==> src/rtl/serial_sub_pkg.sv <==
// serial_sub_pkg: shared types and helpers for the bit-serial subtractor.
//   state_t   - controller states (IDLE, SHIFT, DONE)
//   cnt_width - bit counter width derived from the operand width
package serial_sub_pkg;

    typedef enum logic [1:0] {
        IDLE  = 2'd0,
        SHIFT = 2'd1,
        DONE  = 2'd2
    } state_t;

    // Width of a counter that must reach w-1; never narrower than one bit.
    function automatic int cnt_width(input int w);
        return (w <= 2) ? 1 : $clog2(w);
    endfunction

endpackage

==> src/rtl/full_subtractor.sv <==
// full_subtractor: single-bit combinational subtractor cell, a - b - bin.
//   a, b  - operand bits
//   bin   - borrow in
//   diff  - difference bit
//   bout  - borrow out
module full_subtractor (
    input  logic a,
    input  logic b,
    input  logic bin,
    output logic diff,
    output logic bout
);

    assign diff = a ^ b ^ bin;
    // Borrow when b exceeds a, or when they are equal and a borrow propagates.
    assign bout = (~a & b) | (~(a ^ b) & bin);

endmodule

==> src/rtl/serial_subtractor.sv <==
// serial_subtractor: bit-serial WIDTH-bit subtractor, a - b - bin, LSB first,
// one bit per clock through a single full_subtractor cell.
//   clk, rst_n           - clock (rising edge), async active-low reset
//   in_valid/in_ready    - operand channel (in_a, in_b, in_bin)
//   out_valid/out_ready  - result channel (out_diff, out_borrow)
//   out_ovf              - signed overflow, only when SERIAL_SUB_OVF_EN is defined
module serial_subtractor
    import serial_sub_pkg::*;
#(
    parameter int WIDTH = 8
) (
    input  logic             clk,
    input  logic             rst_n,
    input  logic             in_valid,
    output logic             in_ready,
    input  logic [WIDTH-1:0] in_a,
    input  logic [WIDTH-1:0] in_b,
    input  logic             in_bin,
    output logic             out_valid,
    input  logic             out_ready,
    output logic [WIDTH-1:0] out_diff,
    output logic             out_borrow
`ifdef SERIAL_SUB_OVF_EN
    ,
    output logic             out_ovf
`endif
);

    localparam int CW = cnt_width(WIDTH);

    state_t           state, state_nxt;
    logic [WIDTH-1:0] a_sr, b_sr, r_sr;
    logic             bw;
    logic [CW-1:0]    cnt;
    logic             diff_bit, bw_next;
    logic             last;

    full_subtractor u_cell (
        .a    (a_sr[0]),
        .b    (b_sr[0]),
        .bin  (bw),
        .diff (diff_bit),
        .bout (bw_next)
    );

    assign last = (cnt == CW'(WIDTH - 1));

    // Handshake outputs depend on state only.
    assign in_ready  = (state == IDLE);
    assign out_valid = (state == DONE);

    always_ff @(posedge clk or negedge rst_n) begin
        if (!rst_n) state <= IDLE;
        else        state <= state_nxt;
    end

    always_comb begin
        state_nxt = state;
        case (state)
            IDLE:    if (in_valid) state_nxt = SHIFT;
            SHIFT:   if (last)     state_nxt = DONE;
            DONE:    if (out_ready) state_nxt = IDLE;
            default: state_nxt = IDLE;
        endcase
    end

    always_ff @(posedge clk or negedge rst_n) begin
        if (!rst_n) begin
            a_sr       <= '0;
            b_sr       <= '0;
            r_sr       <= '0;
            bw         <= 1'b0;
            cnt        <= '0;
            out_diff   <= '0;
            out_borrow <= 1'b0;
`ifdef SERIAL_SUB_OVF_EN
            out_ovf    <= 1'b0;
`endif
        end else begin
            case (state)
                IDLE: begin
                    if (in_valid) begin
                        a_sr <= in_a;
                        b_sr <= in_b;
                        bw   <= in_bin;
                        cnt  <= '0;
                    end
                end
                SHIFT: begin
                    a_sr <= a_sr >> 1;
                    b_sr <= b_sr >> 1;
                    r_sr <= {diff_bit, r_sr[WIDTH-1:1]};
                    bw   <= bw_next;
                    if (last) begin
                        // Result outputs change only here, so they hold the
                        // previous answer for the whole shift phase.
                        out_diff   <= {diff_bit, r_sr[WIDTH-1:1]};
                        out_borrow <= bw_next;
`ifdef SERIAL_SUB_OVF_EN
                        // a_sr[0]/b_sr[0] are the operand MSBs on the last bit.
                        out_ovf    <= (a_sr[0] != b_sr[0]) && (diff_bit != a_sr[0]);
`endif
                    end else begin
                        cnt <= cnt + CW'(1);
                    end
                end
                default: ;
            endcase
        end
    end

endmodule

==> config.mk <==
export PLATFORM = sky130hd
export DESIGN_NAME = serial_subtractor
export DESIGN_NICKNAME = d
export VERILOG_FILES = /design/src/rtl/serial_sub_pkg.sv /design/src/rtl/full_subtractor.sv /design/src/rtl/serial_subtractor.sv
export SDC_FILE = /design/constraint.sdc
export NUM_CORES = 1
export LEC_CHECK = 0
export BUFFER_PORTS_ARGS = -buffer_cell sky130_fd_sc_hd__buf_2
export CAP_MARGIN = 20
export CORE_AREA = 3 3 65 67
export DETAILED_ROUTE_END_ITERATION = 8
export DIE_AREA = 0 0 68 70
export GPL_TIMING_DRIVEN = 0
export MAX_ROUTING_LAYER = met4
export PLACE_DENSITY = 0.66
export SYNTH_ARGS = -nofsm -noshare
export SYNTH_HDL_FRONTEND = slang
export SYNTH_SLANG_ARGS = --single-unit
==> constraint.sdc <==
create_clock -name clk -period 2 [get_ports clk]
set_clock_uncertainty 0.05 [all_clocks]
set_input_delay 0.4 -clock clk [delete_from_list [all_inputs] [get_ports clk]]
set_output_delay 0.4 -clock clk [all_outputs]
set_load 0.02 [all_outputs]
==> results by stage <==
Clock tree:
- The deepest clock path buffer count is 2.
- The TritonCTS clock tree is yes.
- After clock tree synthesis, the clock-pin slew on the worst setup and hold paths is 70 ps.
- Counting the buffers created by CTS gives 5.
- The clock insertion delay at the later pin of the skew report is 280 ps.
- Clock tree synthesis selected as its root buffer the cell clkbuf_8.
- Counting every sink on the clock net gives 38.
- The H-tree generated during clock tree synthesis spans 2 levels.
- After clock tree synthesis, the setup repair step added 0 buffers.

Worst setup path:
- The number of cells on the worst reg-to-reg path is 5.
- The worst path arrival time is 1480 ps.
- The critical path is of the reg2out type.
- Setup slack on the worst reg-to-reg path comes out at 300 ps.
- STA classifies the critical path endpoint as an output pin.
- The required time at the worst-slack endpoint is 1550 ps.
- The signal on the critical path passes through buf_6, clkinvlp_4, buf_4, nor2_1, buf_2.
- The critical-path cell with the highest stage delay is dfrtp_1.
- The type of element launching the critical path is a flop.
- On the worst path, the slowest cell contributes a delay of 400 ps.
- The largest fanout on the critical path is 10.

Logic synthesis:
- Of the synthesized area, sequential elements account for 0.5745.
- The XOR/XNOR share of the synthesized area is 0.
- Of the total synthesized cell area, the portion taken by full adders, half adders and majority gates is 0.02721.
- Averaged over all synthesized cells, the footprint is 12.45 µm².
- The fraction of the mapped netlist area in compound gates is 0.1950.
- The post-synthesis share of cell area spent on and, or, nand and nor gates is 0.06198.
- Synthesis produced a netlist with a net count of 157.
- The mapped cell area is 0.001655 mm².
- The number of warning messages in the yosys log is 0.
- The number of library cell types mapped by synthesis is 31.
- Synthesis handed over a netlist of 133 instances.
- The combinational family with the most area after synthesis is compound AO/OA/AOI/OAI gates.
- Of the post-synthesis cell area, the part taken by muxes is 0.1020.
- In this run, synthesis produced a sequential element count of 38.

Floorplanning:
- From left edge to right edge, the die measures 68 µm.
- The overall die area is 0.004760 mm².
- The floorplan step set the die height to 70 µm.
- After floorplanning, the core was sized to cover 0.003689 mm².
- Pin placement for this block handled 32 I/O pins.
- The number of rows created at floorplan is 22.
- The initial utilization of the core area, before any placement, comes to 0.4488.

Worst hold path:
- The path type of the worst min-delay path is in2async.

Power:
- The maximum resistive drop on vdd is 0.6796 mV.
- The design draws 3.177 mW.
- The leakage power of the design is 0.9096 nW.
- Power spread over the standard cell area amounts to 1611 mW/mm².

Global routing:
- The initial antenna violation count is 0.
- The first global-routing pass estimated 5.740 mm of wire.
- Entering global routing, the biggest net connects 39 pins.
- The sum of overflow across all layers after global routing is 0.
- Across every metal layer, demand over resource in global routing totals 0.1634.
- The via count of the first global-routing pass is 1247.

Drt:
- The total via count after detailed routing is 1227.
- The post-route antenna net violation count is 0.
- The post-detailed-route DRC marker count is 0.
- For this run, the detailed router's first-pass iteration total came to 4.
- The count of routing violations after the opening detailed-route iteration is 29.
- The routed wire length per instance is 15.33 µm.
- The overall routed net length is 3.372 mm.
- The mean number of vias per cell is 5.577.

Finish:
- The layout net count is 195.
- The finished layout holds 220 standard cells, fillers aside.
- The area growth from synthesis to layout is 19.12%.
- With fillers left out, the area of the finished cells amounts to 0.001972 mm².
- Leaving out fill and tap cells, the most frequent cell in the layout is dfrtp_1.
- In the layout the commonest cells are dfrtp_1 (38), buf_2 (34), o22ai_1 (19).
- The number of fill cells in the layout is 363.
- The antenna diode count is 0.
- In the final layout, the share of cells above drive strength 1 is 0.3430.

Timing:
- The highest clock frequency the design can meet is 517.0 MHz.
- Subtracting the final worst setup slack from the clock period gives 1934 ps.
- The headroom to the max-slew limit is 0.4563.
- For the pin with the worst max-slew slack, the measured transition is 815.5 ps.
- The max-slew violation total from the final report is 0.
- In the finished design, the share of the clock period the worst path needs comes to 0.9671.
- The final count of hold timing violations is 0.
- The final sum of negative setup slack is 0 ps.
- The total of endpoints with negative setup slack in the final report is 0.

Run:
- The tool flagged a number of max-cap violations equal to 0.

Placed design:
- The number of buffers inserted by port buffering is 31.
- At the end of routability-driven placement, the weighted congestion stood at 0.7148.
- The number of cells after detailed placement is 212.
- The sum of net half-perimeters after detailed placement is 2.487 mm.
- The cell area reported after detailed placement is 0.001871 mm².

Status:
- The flow ran to the end, and the final reports show no timing, DRC or antenna violations.
kinds of logic after synthesis:
| logic type | count (synthesis) |
|---|---|
| flops | 38 |
| buf+inv | 12 |
| simple gates | 18 |
| mux | 15 |
| compound gates | 47 |
| fa+ha+maj | 3 |
synth_stat cells:
| master | number | share of area |
|---|---|---|
| nor2_1 | 5 | 0.011 |
| a21oi_1 | 8 | 0.024 |
| nor2b_1 | 1 | 0.0038 |
| a22oi_1 | 2 | 0.0091 |
| a221oi_1 | 1 | 0.0053 |
| inv_2 | 1 | 0.0023 |
| buf_6 | 1 | 0.0068 |
| o21ai_0 | 3 | 0.0091 |
| o31ai_1 | 1 | 0.0045 |
| o221a_2 | 1 | 0.0068 |
| or2_2 | 1 | 0.0038 |
| nor2_4 | 1 | 0.0068 |
| fa_1 | 1 | 0.012 |
| inv_1 | 3 | 0.0068 |
| buf_2 | 4 | 0.012 |
| mux2_1 | 7 | 0.048 |
| mux2_2 | 8 | 0.054 |
| nand2_1 | 3 | 0.0068 |
| a32o_1 | 1 | 0.0060 |
| nand3b_1 | 1 | 0.0045 |
| a2bb2oi_1 | 7 | 0.037 |
| o22ai_1 | 19 | 0.072 |
| ha_1 | 2 | 0.015 |
| clkbuf_1 | 1 | 0.0023 |
| o2bb2ai_1 | 3 | 0.016 |
| nand3b_2 | 1 | 0.0068 |
| nand2b_1 | 4 | 0.015 |
| dfrtp_1 | 38 | 0.57 |
| buf_4 | 2 | 0.0091 |
| nor3_1 | 1 | 0.0030 |
| o32ai_1 | 1 | 0.0053 |
per-stage QoR:
stage / hold slack (ps) / util / worst slack, ps
finish: 159.1 / 0.5346 / 65.85
global route: 219.0 / 0.5346 / -3.316
CTS: 191.4 / 0.5319 / 7.781
detailed placement: 426.9 / 0.5071 / 317.8
global placement: 417.6 / 0.5071 / 348.4
floorplan: 54.41 / - / 453.3
power breakdown:
group          switching, mW  total, mW  internal (mW)
sequential             0.222       1.36           1.14
combinational          0.663       1.28          0.620
clock                  0.257      0.535          0.278
timing repair:
action	4_1_cts	5_1_grt
hold buffers	0	0
setup endpoints to repair	0	1
resized for setup	0	4
layout make-up:
type / instances / area (µm²) / area share
Buffer: 8 / 56.30 / 0.02855
Clock buffer: 7 / 86.33 / 0.04378
Clock inverter: 1 / 5.005 / 0.002538
Inverter: 4 / 18.77 / 0.009518
Multi-Input combinational cell: 83 / 639.4 / 0.3242
Sequential cell: 38 / 950.9 / 0.4822
Tap cell: 48 / 60.06 / 0.03046
Timing Repair Buffer: 31 / 155.1 / 0.07868
per-layer routing:
layer / vias up / wire length (µm) / track usage
met5: - / 0 / -
met4: 0 / 31 / 0.04636
met3: 5 / 164 / 0.04502
met2: 29 / 1687 / 0.2645
met1: 615 / 1488 / 0.1969
li1: 578 / - / -
worst paths after layout:
| path | start | endpoint |
|---|---|---|
| min in group clk | out_ready | state[1] |
| worst min-delay path | rst_n | state[0] |
| worst min register to register | out_diff[1] | out_diff[1] |
| worst max-delay path | state[1] | out_valid |
| worst max register to register | cnt[0] | out_diff[2] |
| max in group asynchronous | rst_n | b_sr[3] |
worst max-delay path, delay by kind of cell (launching register included):
family | cells | cell delay (ps)
buffers and inverters | 4 | 690
DFF | 1 | 400
and+or+nand+nor | 1 | 110
registers in the layout, indices dropped and copies added, names as in the netlist:
register	flops
b_sr	8
state	2
cnt	3
r_sr	7
a_sr	8
out_borrow	1
out_diff	8
bw	1
No activity file was read; power rests on OpenSTA's default activity.
